--- src/rtl/instruction_fetch_unit.sv ---
// Instruction fetch stage: program counter, single-outstanding imem requests,
// one-entry response buffer and a registered IF/ID slot feeding decode.
module instruction_fetch_unit #(
    parameter logic [31:0] RESET_PC    = 32'h0000_0000,
    parameter logic [31:0] BUBBLE_INSN = 32'h0000_0013
) (
    input  logic        clk,
    input  logic        reset,
    input  logic        stall,
    input  logic        redirect_valid,
    input  logic [31:0] redirect_pc,
    output logic        imem_req_valid,
    output logic [31:0] imem_req_addr,
    input  logic        imem_req_ready,
    input  logic        imem_resp_valid,
    input  logic [31:0] imem_resp_data,
    output logic        if_id_valid,
    output logic [31:0] if_id_pc,
    output logic [31:0] if_id_instruction
);

    typedef enum logic [1:0] {
        ST_REQ  = 2'd0,
        ST_WAIT = 2'd1,
        ST_FULL = 2'd2,
        ST_DROP = 2'd3
    } state_t;

    state_t      state_r;
    state_t      state_next_s;
    logic [31:0] fetch_pc_r;
    logic [31:0] fetch_pc_next_s;
    logic [31:0] req_pc_r;
    logic [31:0] req_pc_next_s;
    logic [31:0] resp_buf_r;
    logic [31:0] resp_buf_next_s;
    logic        slot_valid_r;
    logic [31:0] slot_pc_r;
    logic [31:0] slot_insn_r;
    logic        slot_free_s;
    logic        load_s;
    logic [31:0] load_insn_s;
    logic [31:0] redirect_target_s;
    logic        req_fire_s;

    assign redirect_target_s = {redirect_pc[31:2], 2'b00};
    assign slot_free_s       = !slot_valid_r || !stall;
    assign imem_req_valid    = (state_r == ST_REQ) && !redirect_valid && !reset;
    assign imem_req_addr     = fetch_pc_r;
    assign req_fire_s        = imem_req_valid && imem_req_ready;

    assign if_id_valid       = slot_valid_r;
    assign if_id_pc          = slot_pc_r;
    assign if_id_instruction = slot_insn_r;

    // Next-state, next-PC, buffer capture and slot-load decision.
    always_comb begin
        state_next_s    = state_r;
        fetch_pc_next_s = fetch_pc_r;
        req_pc_next_s   = req_pc_r;
        resp_buf_next_s = resp_buf_r;
        load_s          = 1'b0;
        load_insn_s     = resp_buf_r;
        case (state_r)
            ST_REQ: begin
                if (redirect_valid) begin
                    fetch_pc_next_s = redirect_target_s;
                end else if (req_fire_s) begin
                    req_pc_next_s   = fetch_pc_r;
                    fetch_pc_next_s = fetch_pc_r + 32'd4;
                    state_next_s    = ST_WAIT;
                end else begin
                    state_next_s = ST_REQ;
                end
            end
            ST_WAIT: begin
                if (redirect_valid) begin
                    // A response landing with the redirect belongs to the old path.
                    fetch_pc_next_s = redirect_target_s;
                    state_next_s    = imem_resp_valid ? ST_REQ : ST_DROP;
                end else if (imem_resp_valid) begin
                    if (slot_free_s) begin
                        load_s       = 1'b1;
                        load_insn_s  = imem_resp_data;
                        state_next_s = ST_REQ;
                    end else begin
                        resp_buf_next_s = imem_resp_data;
                        state_next_s    = ST_FULL;
                    end
                end else begin
                    state_next_s = ST_WAIT;
                end
            end
            ST_FULL: begin
                if (redirect_valid) begin
                    fetch_pc_next_s = redirect_target_s;
                    state_next_s    = ST_REQ;
                end else if (!stall) begin
                    load_s       = 1'b1;
                    load_insn_s  = resp_buf_r;
                    state_next_s = ST_REQ;
                end else begin
                    state_next_s = ST_FULL;
                end
            end
            ST_DROP: begin
                if (redirect_valid) begin
                    fetch_pc_next_s = redirect_target_s;
                end else begin
                    fetch_pc_next_s = fetch_pc_r;
                end
                if (imem_resp_valid) begin
                    state_next_s = ST_REQ;
                end else begin
                    state_next_s = ST_DROP;
                end
            end
            default: begin
                state_next_s = ST_REQ;
            end
        endcase
    end

    // Fetch-side state: FSM, PCs and response buffer.
    always_ff @(posedge clk) begin
        if (reset) begin
            state_r    <= ST_REQ;
            fetch_pc_r <= RESET_PC;
            req_pc_r   <= 32'h0000_0000;
            resp_buf_r <= 32'h0000_0000;
        end else begin
            state_r    <= state_next_s;
            fetch_pc_r <= fetch_pc_next_s;
            req_pc_r   <= req_pc_next_s;
            resp_buf_r <= resp_buf_next_s;
        end
    end

    // IF/ID slot: flush beats load, and a consumed slot empties to a bubble.
    always_ff @(posedge clk) begin
        if (reset) begin
            slot_valid_r <= 1'b0;
            slot_pc_r    <= 32'h0000_0000;
            slot_insn_r  <= BUBBLE_INSN;
        end else if (redirect_valid) begin
            slot_valid_r <= 1'b0;
            slot_insn_r  <= BUBBLE_INSN;
        end else if (load_s) begin
            slot_valid_r <= 1'b1;
            slot_pc_r    <= req_pc_r;
            slot_insn_r  <= load_insn_s;
        end else if (!stall) begin
            slot_valid_r <= 1'b0;
            slot_insn_r  <= BUBBLE_INSN;
        end else begin
            slot_valid_r <= slot_valid_r;
            slot_pc_r    <= slot_pc_r;
            slot_insn_r  <= slot_insn_r;
        end
    end

endmodule

--- config.mk ---
export PLATFORM = sky130hd
export DESIGN_NAME = instruction_fetch_unit
export DESIGN_NICKNAME = d
export VERILOG_FILES = /design/src/rtl/instruction_fetch_unit.sv
export SDC_FILE = /design/constraint.sdc
export NUM_CORES = 1
export LEC_CHECK = 0
export ABC_AREA = 1
export ABC_CLOCK_PERIOD_IN_PS = 2700
export BUFFER_PORTS_ARGS = -buffer_cell sky130_fd_sc_hd__buf_2
export CAP_MARGIN = 20
export CELL_PAD_IN_SITES_DETAIL_PLACEMENT = 0
export CELL_PAD_IN_SITES_GLOBAL_PLACEMENT = 1
export CORE_MARGIN = 1
export CORE_UTILIZATION = 40
export CTS_CLUSTER_DIAMETER = 30
export DETAILED_ROUTE_END_ITERATION = 10
export GPL_TIMING_DRIVEN = 0
export PLACE_DENSITY = 0.95
export SLEW_MARGIN = 25
export SYNTH_ARGS = -nofsm -noshare
export SYNTH_HDL_FRONTEND = slang
export SYNTH_SLANG_ARGS = --single-unit
--- constraint.sdc ---
create_clock -name clk -period 2.7 [get_ports clk]
set_clock_uncertainty 0.05 [all_clocks]
set_input_delay 0.135 -clock clk [delete_from_list [all_inputs] [get_ports clk]]
set_output_delay 0.135 -clock clk [all_outputs]
set_load 0.01 [all_outputs]
## Word level (Yosys, flattened, before mapping)

Index checks and enable logic that the tools add are counted.

- Mux-type cells: 26
- Bitwise gates (word level): 2
- Reduce and logical (&&, ||, !) cells: 15
- Eq/ne operators: 7
- Add/subtract/negate cells: 1

Operators by type and width:

| kind | count |
|---|---|
| two-way mux 32 bit | 8 |
| one-hot mux 32 bit (2 select lines) | 1 |
| adder 32 x 3 -> 32 bit, second input constant | 1 |
| two-way mux 2 bit | 7 |
| two-way mux 1 bit | 8 |
| one-hot mux 2 bit (4 select lines) | 1 |
| == test 2 bit, second input constant | 2 |
| zero test 1 bit | 4 |
| != test 2 x 1 -> 1 bit, second input constant | 2 |
| AND reduction 2 bit | 2 |
| AND reduction 4 bit | 1 |
| logical AND 1 bit | 3 |
| != test 3 bit, second input constant | 1 |
| AND reduction 3 bit | 1 |
| OR reduction 3 bit | 1 |
| == test 2 x 1 -> 1 bit, second input constant | 1 |
| zero test 2 bit | 1 |
| != test 2 bit, second input constant | 1 |
| inverter 1 bit | 2 |
| one-hot mux 1 bit (2 select lines) | 1 |
| OR reduction 2 bit | 1 |
| logical OR 1 bit | 1 |

- Bits in registers: 163
- Output and inout bits: 98
- Logic and storage cells: 58

## Logic depth before layout (Yosys ltp)

Gate-level depths: netlist of the first run.

- Depth in word-level cells: 7
- Gate-level depth with buffers: 13
- Gate-level depth less buffers: 12

## Worst setup path before layout of the first run

Ideal clock, no wire load.

- Path type: flip-flop to flip-flop
- Start: register state_r[0]
- End: register fetch_pc_r[2] (netlist: imem_req_addr[2])
- Arrival time: 1.515 ns
- Library setup time: 0.119 ns
- Stages on the path, launching flop included: 13
- Path slack: 1.016 ns
- Cells stage by stage: dfxtp_1 > inv_1 > ha_1 > inv_1 > nor2_4 > inv_2 > nor2_4 > nand2_2 > nand2_2 > inv_2 > buf_6 > a211oi_1 > nor2_1

- Cells in the longest elaborated chain, start to end: 6

Ends and longest elaborated chain:

| element | line | source |
|---|---|---|
| start: declaration | 29 | `state_t state_r;` |
| start signal: assignment | 132 | `state_r <= state_next_s;` |
| zero test 2 bit | 48 | `assign imem_req_valid = (state_r == ST_REQ) && !redirect_valid && !reset;` |
| logical AND 1 bit (2 in a row) | 48 |  |
| named net imem_req_valid | 12 | `output logic imem_req_valid,` |
| logical AND 1 bit | 50 | `assign req_fire_s = imem_req_valid && imem_req_ready;` |
| != test 3 bit (no source line) | -- |  |
| AND reduction 2 bit (no source line) | -- |  |
| end signal: assignment | 133 | `fetch_pc_r <= fetch_pc_next_s;` |
| end: declaration | 31 | `logic [31:0] fetch_pc_r;` |

The timed path passes the listed nets, and every way through them passes these cells.
A chain may end at the register's enable or synchronous reset.

## Worst setup path after layout of the first run

- Start: register state_r[1]
- End: register slot_insn_r[4] (netlist: if_id_instruction[4])

- Cells in the longest elaborated chain, start to end: 3

Ends and longest elaborated chain:

| element | line | source |
|---|---|---|
| == test 2 bit / == test 2 x 1 -> 1 bit (equally long branches) | 64 | `case (state_r)` |
| one-hot mux 1 bit (2 select lines) / two-way mux 32 bit (equally long branches) | -- |  |
| != test 2 x 1 -> 1 bit (no source line) / two-way mux 32 bit (equally long branches) | -- |  |
| end signal: assignment | 151 | `slot_insn_r <= load_insn_s;` |
| end signal: assignment | 158 | `slot_insn_r <= slot_insn_r;` |
| end: declaration | 39 | `logic [31:0] slot_insn_r;` |

Several ways; a longest one is shown, not always the timed one.

==> results_dict.tcl, run 1 <==
set metrics [dict create \
    status "finished clean" \
    start_util_pct 41.5 \
    vias 7264 \
    p_per_area_mw_per_mm2 615 \
    wl_per_cell_um 14.0 \
    swShare_pct 26.0 \
    overflow 0 \
    m1WireLength_um 9610 \
    diodes 0 \
    cts_made_buffers 17 \
    p_sw_mw 1.45 \
    relSlewSlack_pct 56.5 \
    place_congestion 0.888 \
    ios 168 \
    core_mm2 0.0168 \
    synth_cells 1031 \
    clk_pin_slew_ps 60 \
    yosys-top-cells-area "dfxtp_1 (45%), nand2_1 (13%), o21ai_0 (11%)" \
    rsz0062_at_grt "no" \
    crit_arrival_ps 2350 \
    cts_tree "yes" \
    rr_worst_depth 11 \
    p_clk_share_pct 44.1 \
    grt_pass1_wl_um 33500 \
    setup-tns-final_ps 0 \
    maxCapViolCount 0 \
    grt_pass1_vias 6707 \
    synth_top_area_share_pct 45.0 \
    hold_path_end "if_id_instruction[1]$_SDFFE_PP1P_" \
    start_kind "flip-flop" \
    dr.pass1.iters 5 \
    drc_errors 0 \
    holdPathStages 3 \
    vias_per_cell 4.89 \
    syn2layout_area_growth_pct 29.8 \
    holdCritStartpoint "redirect_valid" \
    postPlaceCellArea_mm2 0.00808 \
    highest_layer "met4" \
    grt_antenna_before_repair 0 \
    cts_root_buf "clkbuf_16" \
    synth_warnings 0 \
    route.met2.wl_um 9590 \
    slew_viol_final 0 \
    dieHeight_um 134 \
    cp_slowest_cell "dfxtp_1" \
    period_share_pct 77.7 \
    dpl.hpwl_um 15500 \
    setup_viol 0 \
    io_buffers 160 \
    synth_edf_count 0 \
    timing.final.ws_setup_ps 603 \
    min_period_ps 2100 \
    cts.sinks 157 \
    final_core_util_pct 53.9 \
    clock_latency_ps 430 \
    required_ps 2960 \
    place_ws_ps 610 \
    die_w_um 134 \
    synthArstFlopShare_pct 0 \
    total_power_mw 5.57 \
    leakagePower_nw 3.90 \
    drtIter0Drc 432 \
    p_comb_share_pct 11.4 \
    route.met3.wl_um 1290 \
    synth_ff_type "dfxtp_1" \
    final_layout_size_suffix_gt1_share_pct 18.3 \
    syn_area_mm2 0.00699 \
    r2r_setup_slack_ps 600 \
    postLayoutCellArea_mm2 0.00907 \
    die_area_mm2 0.0180 \
    worstMarginPinSlew_ps 652 \
    synth_top_area_cell "dfxtp_1" \
    drtAntennaViolNets 0 \
    drt-total-wl_um 20900 \
    grt_max_degree 17 \
    row_count 47 \
    p_seq_share_pct 44.5 \
    fmax_ghz 0.477 \
    seq_area_frac_synth_pct 45.0 \
    power.internal_mw 4.13 \
    slowest_delay_ps 370 \
    critical_path_class "reg -> reg" \
    r2r-end "if_id_instruction[4]$_SDFFE_PP1P_" \
    nets 1328 \
    syn_avg_cell_area_um2 6.78 \
    worstPathCellList "inv_1 > ha_1 > nand3_1 > nand2_1 > nand3_2 > inv_2 > nor2_1 > buf_2 > inv_2 > o21ai_0 > nand2_1" \
    hold_class "in -> reg" \
    cp-end-kind "flip-flop" \
    htreeDepth 4 \
    yosysUniqueCellTypes 29 \
    nFillCells 1693 \
    worstPathMaxFanout 10 \
    cts_resized 0 \
    synth-seq-cells 157 \
    grt_use_total_pct 23.7 \
    clk_path_buf_depth 2 \
    final_hold_viol_count 0 \
    ir_drop_mv 0.494 \
    r2r_start "state_r[1]$_SDFFE_PP0P_" \
]
[repair_timing]
action                    CTS  global route
setup buffers               0             0
hold buffers               39             0
hold endpoints to repair   39             0
[sequential cells by signal (all words and copies together), names as in the netlist]
signal and count:
if_id_instruction 32, if_id_pc 30, if_id_valid 1, imem_req_addr 30, req_pc_r 30, resp_buf_r 32, state_r 2
[cell usage after synthesis, types with 2 or more instances]
master,number
nand4_1,4
nor2_1,158
ha_1,6
nand2_2,2
nor3_1,3
dfxtp_1,157
o21ai_0,151
a31oi_1,3
nor2_4,2
nand2_1,244
a211oi_1,2
a21oi_1,115
inv_1,70
or2_2,2
buf_6,2
clkbuf_1,36
o31ai_1,2
inv_2,6
buf_2,20
buf_4,4
nand3_1,34
[cell families after synthesis]
group / after synthesis / share of synthesized area (%)
AO/OA/AOI/OAI: 275 / 19.9
AND/OR/NAND/NOR: 452 / 25.6
adder cells (fa/ha/maj): 6 / 1.07
other: 1 / 0.0537
buffers and inverters: 140 / 8.33
flip-flops: 157 / 45.0
[cells in the final DEF, fill, tap and decap left out, types with 6 or more instances in the layout]
| master | Yosys | final |
|---|---|---|
| inv_2 | 6 | 6 |
| ha_1 | 6 | 6 |
| dfxtp_1 | 157 | 157 |
| inv_1 | 70 | 70 |
| nand2_1 | 244 | 244 |
| clkbuf_1 | 36 | 37 |
| a21oi_1 | 115 | 115 |
| nor2_1 | 158 | 158 |
| o21ai_0 | 151 | 151 |
| buf_2 | 20 | 180 |
| clkbuf_16 | 0 | 17 |
| nand3_1 | 34 | 34 |
| dlygate4sd3_1 | 0 | 39 |
[through the flow]
step	hold WS [ps]	cells
2_1_floorplan	218	1034
3_3_place_gp	323	1414
3_5_place_dp	330	1414
4_1_cts	0.0328	1485
5_1_grt	34.2	1485
6_report	19.5	1485
[per-layer routing]
layer / vias up / track usage [%]
li1: 3774 / -
met5: - / 0
met1: 3206 / 31.5
met3: 29 / 3.70
met4: 0 / 7.80
met2: 255 / 39.3
[final cells by class]
class / count / area [um^2] / area share [%]
multi-input cells: 737 / 3270 / 36.1
flip-flops and latches: 157 / 3140 / 34.6
repair buffers: 199 / 1190 / 13.1
clock buffers: 19 / 443 / 4.88
plain buffers: 64 / 297 / 3.27
inverters: 76 / 285 / 3.14
well taps: 220 / 275 / 3.03
clock inverters: 13 / 163 / 1.79
[power by group through the flow]
stage          sequential [mW]  clock, mW  combinational (mW)
2_1_floorplan             2.53          0               0.346
3_3_place_gp              2.53          0               0.585
3_5_place_dp              2.53          0               0.590
4_1_cts                   2.48       2.50               0.638
5_1_grt                   2.49       2.59               0.717
6_report                  2.48       2.46               0.637
[critical path: cells and delay by family, from the launching register on]
kind / cells / cell delay [ps]
AOI/OAI and AO/OA: 1 / 150
adders and majority gates: 1 / 210
buffers and inverters: 4 / 560
DFF: 1 / 370
and+or+nand+nor: 5 / 620
[how the worst max path moves through the flow]
stage	startpoint	to	slack (ps)	cells past startpoint
after floorplan	state_r[0]$_SDFFE_PP0P_	imem_req_addr[2]$_SDFFE_PP0P_	1020	12
after global placement	state_r[1]$_SDFFE_PP0P_	if_id_instruction[4]$_SDFFE_PP1P_	610	11
after detailed placement	state_r[1]$_SDFFE_PP0P_	if_id_instruction[4]$_SDFFE_PP1P_	610	11
after CTS	state_r[1]$_SDFFE_PP0P_	if_id_instruction[4]$_SDFFE_PP1P_	600	11
after global routing	state_r[1]$_SDFFE_PP0P_	if_id_instruction[1]$_SDFFE_PP1P_	380	11
final	state_r[1]$_SDFFE_PP0P_	if_id_instruction[4]$_SDFFE_PP1P_	600	11
Note: power is estimated with default switching activity, not from simulation.
==> run 2, diff against run 1 <==
--- a/config.mk
+++ b/config.mk
@@ -5,18 +5,18 @@
 export SDC_FILE = /design/constraint.sdc
 export NUM_CORES = 1
 export LEC_CHECK = 0
-export ABC_AREA = 1
-export ABC_CLOCK_PERIOD_IN_PS = 2700
+export ABC_AREA = 0
+export ABC_CLOCK_PERIOD_IN_PS = 2000
 export BUFFER_PORTS_ARGS = -buffer_cell sky130_fd_sc_hd__buf_2
 export CAP_MARGIN = 20
 export CELL_PAD_IN_SITES_DETAIL_PLACEMENT = 0
 export CELL_PAD_IN_SITES_GLOBAL_PLACEMENT = 1
 export CORE_MARGIN = 1
-export CORE_UTILIZATION = 40
+export CORE_UTILIZATION = 39
 export CTS_CLUSTER_DIAMETER = 30
 export DETAILED_ROUTE_END_ITERATION = 10
 export GPL_TIMING_DRIVEN = 0
-export PLACE_DENSITY = 0.95
+export PLACE_DENSITY = 0.92
 export SLEW_MARGIN = 25
 export SYNTH_ARGS = -nofsm -noshare
 export SYNTH_HDL_FRONTEND = slang
==> constraint.sdc (replaced) <==
create_clock -name clk -period 2 [get_ports clk]
set_clock_uncertainty 0.05 [all_clocks]
set_input_delay 0.1 -clock clk [delete_from_list [all_inputs] [get_ports clk]]
set_output_delay 0.1 -clock clk [all_outputs]
set_load 0.01 [all_outputs]
==> run 2 against run 1 <==
Effect of this change:
- worst setup slack got worse by 520 ps
- fmax rose by 9.6%
- sequential power up 32%
- clock power up 42%
- critical path depth fell by 5
- wire length increased by 5.5%
- register-to-register slack lost 520 ps
- final area up 3.5%
- critical path type unchanged
- clock-buffer cell count rose by 1
- synthesized cell count fell by 16%
- sequential cell count unchanged
- hold slack got worse by 18 ps
==> results_dict.tcl, run 2 <==
set metrics [dict create \
    hold_class "in -> reg" \
    final_layout_size_suffix_gt1_share_pct 27.5 \
    final_hold_viol_count 0 \
    top_usage_layer "met2" \
    wl_per_cell_um 16.3 \
    worstPathCellList "nand3_1 > nor4_4 > buf_4 > and2_4 > a21oi_1 > a311o_1" \
    min_period_ps 1910 \
    grt_max_degree 17 \
    drtAntennaViolNets 0 \
    overflow 0 \
    vias 7211 \
    required_ps 2270 \
    yosysUniqueCellTypes 59 \
    met2_usage_pct 38.3 \
    holdWs_ps 1.45 \
    core_mm2 0.0172 \
    total_power_mw 7.49 \
    synth_edf_count 0 \
    final_cell_mix "nand2_1 (234), buf_2 (169), dfxtp_1 (150)" \
    clk_pin_slew_ps 60 \
    power.internal_mw 5.64 \
    worstPathMaxFanout 8 \
    synth_warnings 0 \
    cts_made_buffers 17 \
    swShare_pct 24.7 \
    io_buffers 160 \
    path_buf_inv 1 \
    ios 168 \
    synth_top_area_cell "dfxtp_1" \
    synthArstFlopShare_pct 0 \
    yosysMostFrequentCell "nand2_1" \
    synth-seq-cells 157 \
    critical_path_class "reg -> reg" \
    maxCapViolCount 0 \
    vias_per_cell 5.34 \
    clock_latency_ps 430 \
    met1_usage_pct 31.8 \
    final_common_cell "nand2_1" \
    p_comb_share_pct 9.5 \
    slew_viol_final 0 \
    rsz0062_at_grt "yes" \
    final_core_util_pct 54.5 \
    synth_commonest_cells "nand2_1 (237), dfxtp_1 (157), a21oi_1 (143), nand3_1 (48), clkbuf_1 (46)" \
    start_kind "flip-flop" \
    fmax_ghz 0.523 \
    drc_errors 0 \
    worstMarginPinSlew_ps 783 \
    dieHeight_um 134 \
    relSlewSlack_pct 47.6 \
    die_area_mm2 0.0181 \
    place_congestion 0.882 \
    die_w_um 134 \
    setup_viol 0 \
    drt-total-wl_um 22000 \
    leakagePower_nw 3.80 \
    dpl.hpwl_um 15100 \
    row_count 48 \
    p_per_area_mw_per_mm2 797 \
    cts_tree "yes" \
    grt_pass1_wl_um 34300 \
    critPathTopFamily "simple AND/OR/NAND/NOR gates" \
    grt_use_total_pct 24.2 \
    cp_slowest_cell "dfxtp_1" \
    cts.sinks 157 \
    crit_arrival_ps 2180 \
    dr.pass1.iters 5 \
    drtIter0Drc 530 \
    syn_area_mm2 0.00684 \
    synth_top_area_share_pct 45.9 \
    p_sw_mw 1.85 \
    p_clk_share_pct 46.6 \
    p_seq_share_pct 43.9 \
    yosys-top-cells-area "dfxtp_1 (46%), nand2_1 (13%), a21oi_1 (10%)" \
    syn_avg_cell_area_um2 7.92 \
    syn2layout_area_growth_pct 37.3 \
    ir_drop_mv 0.616 \
    cts_root_buf "clkbuf_16" \
    synth_cells 864 \
    period_share_pct 95.7 \
    synth_ff_type "dfxtp_1" \
    htreeDepth 4 \
    slowest_delay_ps 490 \
    cp-end-kind "flip-flop" \
    start_util_pct 39.7 \
    grt_antenna_before_repair 0 \
    diodes 0 \
    status "finished clean" \
    clk_path_buf_depth 2 \
    nets 1188 \
    gr-usage-met3_pct 5.18 \
    grt_pass1_vias 6644 \
    seq_area_frac_synth_pct 45.9 \
]
==> run 2: worst paths after layout <==
path,startpoint,end,slack (ps),cells past startpoint
min,redirect_pc[4],imem_req_addr[4]$_SDFFE_PP0P_,1,5
max,imem_req_addr[13]$_SDFFE_PP0P_,imem_req_addr[27]$_SDFFE_PP0P_,90,6
max reg2reg,imem_req_addr[13]$_SDFFE_PP0P_,imem_req_addr[27]$_SDFFE_PP0P_,90,6
min reg2reg,if_id_pc[10]$_SDFFE_PP0P_,if_id_pc[10]$_SDFFE_PP0P_,400,2
==> run 2: per-stage QoR <==
stage          instance area [um^2]  TNS [ps]  setup slack, ps  std cells
3_5_place_dp                   7940    -43180             -554       1252
5_1_grt                        9390     -23.5            -11.7       1350
3_3_place_gp                   7940    -44760             -582       1252
2_1_floorplan                  6850         0             31.9        867
6_report                       9390         0             86.5       1350
4_1_cts                        9310         0             19.3       1346
==> run 2: final cells by class <==
type / instances / area (um^2)
Clock inverter: 12 / 181
Tap cell: 225 / 282
Timing Repair Buffer: 229 / 1450
Buffer: 65 / 342
Fill cell: 1624 / 7850
Clock buffer: 20 / 447
Sequential cell: 157 / 3160
Multi-Input combinational cell: 630 / 3480
Inverter: 12 / 47.5
==> run 2: repair_timing <==
| action | 4_1_cts | 5_1_grt |
|---|---|---|
| hold endpoints to repair | 55 | 0 |
| buffers inserted | 10 | 3 |
| gates cloned | 0 | 1 |
| pin swaps | 4 | 3 |
| endpoints found under the setup margin | 124 | 135 |
| hold buffers | 55 | 0 |
| resized for setup | 49 | 28 |
==> run 2: cells by family after synthesis <==
group	Yosys count	share of synthesized area, %
multiplexers	37	6.00
adder cells (fa/ha/maj)	6	1.10
AO/OA/AOI/OAI	205	17.1
other	1	0.0548
flip-flops	157	45.9
AND/OR/NAND/NOR	376	24.7
XOR/XNOR	2	0.256
buffers and inverters	80	4.85
==> run 2: worst reg2reg max path: stages (launching register included) <==
cell and delay [ps]:
dfxtp_1 490, nand3_1 250, nor4_4 260, buf_4 220
and2_4 200, a21oi_1 70, a311o_1 260
==> run 2: routing by layer <==
layer,vias up,share of wire (%)
met2,299,45
met1,3373,44
met5,-,0
li1,3473,-
met4,0,4.2
met3,66,6.7
==> run 2: power by group through the flow <==
stage / Sequential, mW / Clock (mW) / Combinational (mW)
finish: 3.28 / 3.49 / 0.712
CTS: 3.27 / 3.52 / 0.688
floorplan: 3.33 / 0 / 0.310
global placement: 3.34 / 0 / 0.567
global route: 3.29 / 3.62 / 0.764
detailed placement: 3.34 / 0 / 0.568
==> run 3, diff against run 2 <==
--- a/config.mk
+++ b/config.mk
@@ -15,7 +15,6 @@
 export CORE_UTILIZATION = 39
 export CTS_CLUSTER_DIAMETER = 30
 export DETAILED_ROUTE_END_ITERATION = 10
-export GPL_TIMING_DRIVEN = 0
 export PLACE_DENSITY = 0.92
 export SLEW_MARGIN = 25
 export SYNTH_ARGS = -nofsm -noshare
==> run 3 against run 2 <==
Effect of this change:
- via count fell by 4.0%
- clock-buffer cell count down 1
- total power shrank 5.4%
- sequential cell count unchanged
- hold slack improved by 24 ps
- worst setup slack improved by 8.8 ps
- largest cell class unchanged
- die area did not move
- global-route usage shrank 1.8 points
- critical endpoint is now imem_req_addr[24]$_SDFFE_PP0P_
- fmax up 0.46%
- wire length fell by 8.1%
- core utilization shrank 0.69 points
==> results_dict.tcl, run 3 (synthesis gave the netlist of run 2 again) <==
set metrics [dict create \
    fin_cells 1323 \
    setup-tns-final_ps 0 \
    grt_use_total_pct 22.4 \
    nFillCells 1584 \
    dpl.hpwl_um 13600 \
    final_layout_size_suffix_gt1_share_pct 26.9 \
    grt_antenna_before_repair 0 \
    total_power_mw 7.08 \
    row_count 48 \
    vias 6923 \
    core_mm2 0.0172 \
    htreeDepth 4 \
    rr_worst_depth 6 \
    start_util_pct 39.7 \
    diodes 0 \
    r2r_start "imem_req_addr[3]$_SDFFE_PP0P_" \
    p_per_area_mw_per_mm2 764 \
    grt_max_degree 81 \
    fmax_ghz 0.525 \
    final_hold_viol_count 0 \
    critical_path_class "reg -> reg" \
    status "finished clean" \
    cts_tree "yes" \
    vias_per_cell 5.23 \
    maxCapViolCount 0 \
    clk_path_buf_depth 2 \
    place_congestion 0.957 \
    cts.sinks 157 \
    hold_path_end "imem_req_addr[24]$_SDFFE_PP0P_" \
    required_ps 2260 \
    r2r_setup_slack_ps 100 \
    holdPathStages 4 \
    r2r-end "imem_req_addr[24]$_SDFFE_PP0P_" \
    holdCritStartpoint "redirect_pc[24]" \
    ios 168 \
    drtAntennaViolNets 0 \
    dieHeight_um 134 \
    syn2layout_area_growth_pct 35.5 \
    die_w_um 134 \
    grt_pass1_wl_um 31900 \
    setup_viol 0 \
    drc_errors 0 \
    place_ws_ps 69.1 \
    hold_class "in -> reg" \
    wl_per_cell_um 15.3 \
    die_area_mm2 0.0181 \
    final_common_cell "nand2_1" \
    timing.final.ws_setup_ps 95.3 \
    ir_drop_mv 0.616 \
    drt-total-wl_um 20200 \
    leakagePower_nw 3.76 \
    worstMarginPinSlew_ps 814 \
    worstPathMaxFanout 4 \
    cts_root_buf "clkbuf_16" \
    crit_arrival_ps 2160 \
    start_kind "flip-flop" \
    holdWs_ps 25.4 \
    drtIter0Drc 543 \
    clock_latency_ps 420 \
    period_share_pct 95.2 \
    io_buffers 161 \
    final_cell_mix "nand2_1 (236), buf_2 (160), dfxtp_1 (157)" \
    clk_pin_slew_ps 60 \
    relSlewSlack_pct 45.7 \
    cp-end-kind "flip-flop" \
    grt_pass1_vias 6359 \
    overflow 0 \
    slew_viol_final 0 \
    cts_made_buffers 17 \
    placed_cells 1236 \
    dr.pass1.iters 5 \
    min_period_ps 1900 \
    nets 1161 \
]
-- run 3: cell types whose count changed in the layout (fill, tap and decap cells not counted), moves of 4 or more --
| cell | change |
|---|---|
| buf_4 | +24 |
| clkbuf_1 | -24 |
| clkbuf_2 | -14 |
| buf_2 | -9 |
| buf_12 | +7 |
| dfxtp_1 | +7 |
| clkbuf_4 | -5 |
| dfxtp_2 | -5 |
| buf_1 | -4 |
-- run 3: layer usage --
metal / global-route usage, % / vias up / wire length (um)
li1: - / 3412 / -
met1: 29.1 / 3231 / 9160
met2: 35.4 / 229 / 9270
met3: 4.72 / 51 / 1110
met4: 10.6 / 0 / 680
met5: 0 / - / 0
-- run 3: critical path: stages (launching register included) --
cell	delay (ps)
dfxtp_1	360
ha_1	210
nand3_2	140
nor4_4	360
and2_2	280
a21oi_1	80
a311o_1	310
-- run 3: what timing repair did --
| item | CTS | global route |
|---|---|---|
| gates resized for setup | 0 | 7 |
| hold buffers | 55 | 0 |
| buffers inserted | 0 | 0 |
| hold endpoints to repair | 55 | 0 |
| endpoints found under the setup margin | 0 | 40 |
-- run 3: layout make-up --
cell class	count	area, um^2	area share (%)
repair buffers	267	1840	19.8
multi-input cells	630	3400	36.7
flip-flops and latches	157	3140	33.9
clock buffers	19	433	4.67
well taps	225	282	3.04
clock inverters	13	133	1.43
inverters	12	45.0	0.486
-- run 3: report_power, final --
part,internal (mW),switching (mW),total [mW]
combinational,0.335,0.396,0.732
sequential,3.18,0.0670,3.25
clock,1.75,1.36,3.10
total,5.26,1.82,7.08
-- run 3: through the flow --
step	util, %	area (um^2)
after detailed placement	47.2	8140
final	53.8	9270
after global routing	53.8	9270
after CTS	53.7	9260
after global placement	47.2	8140
after floorplan	-	6850
-- run 3: worst max-delay path by stage --
stage	to	slack (ps)	depth (start not counted)	start
after global placement	imem_req_addr[12]$_SDFFE_PP0P_	140	7	state_r[0]$_SDFFE_PP0P_
after global routing	imem_req_valid	-0.9	7	state_r[1]$_SDFFE_PP0P_
after detailed placement	req_pc_r[29]$_SDFFE_PP0P_	70	9	state_r[0]$_SDFFE_PP0P_
after floorplan	imem_req_addr[15]$_SDFFE_PP0P_	30	11	state_r[0]$_SDFFE_PP0P_
after CTS	req_pc_r[15]$_SDFFE_PP0P_	50	9	state_r[0]$_SDFFE_PP0P_
final	imem_req_addr[24]$_SDFFE_PP0P_	100	6	imem_req_addr[3]$_SDFFE_PP0P_
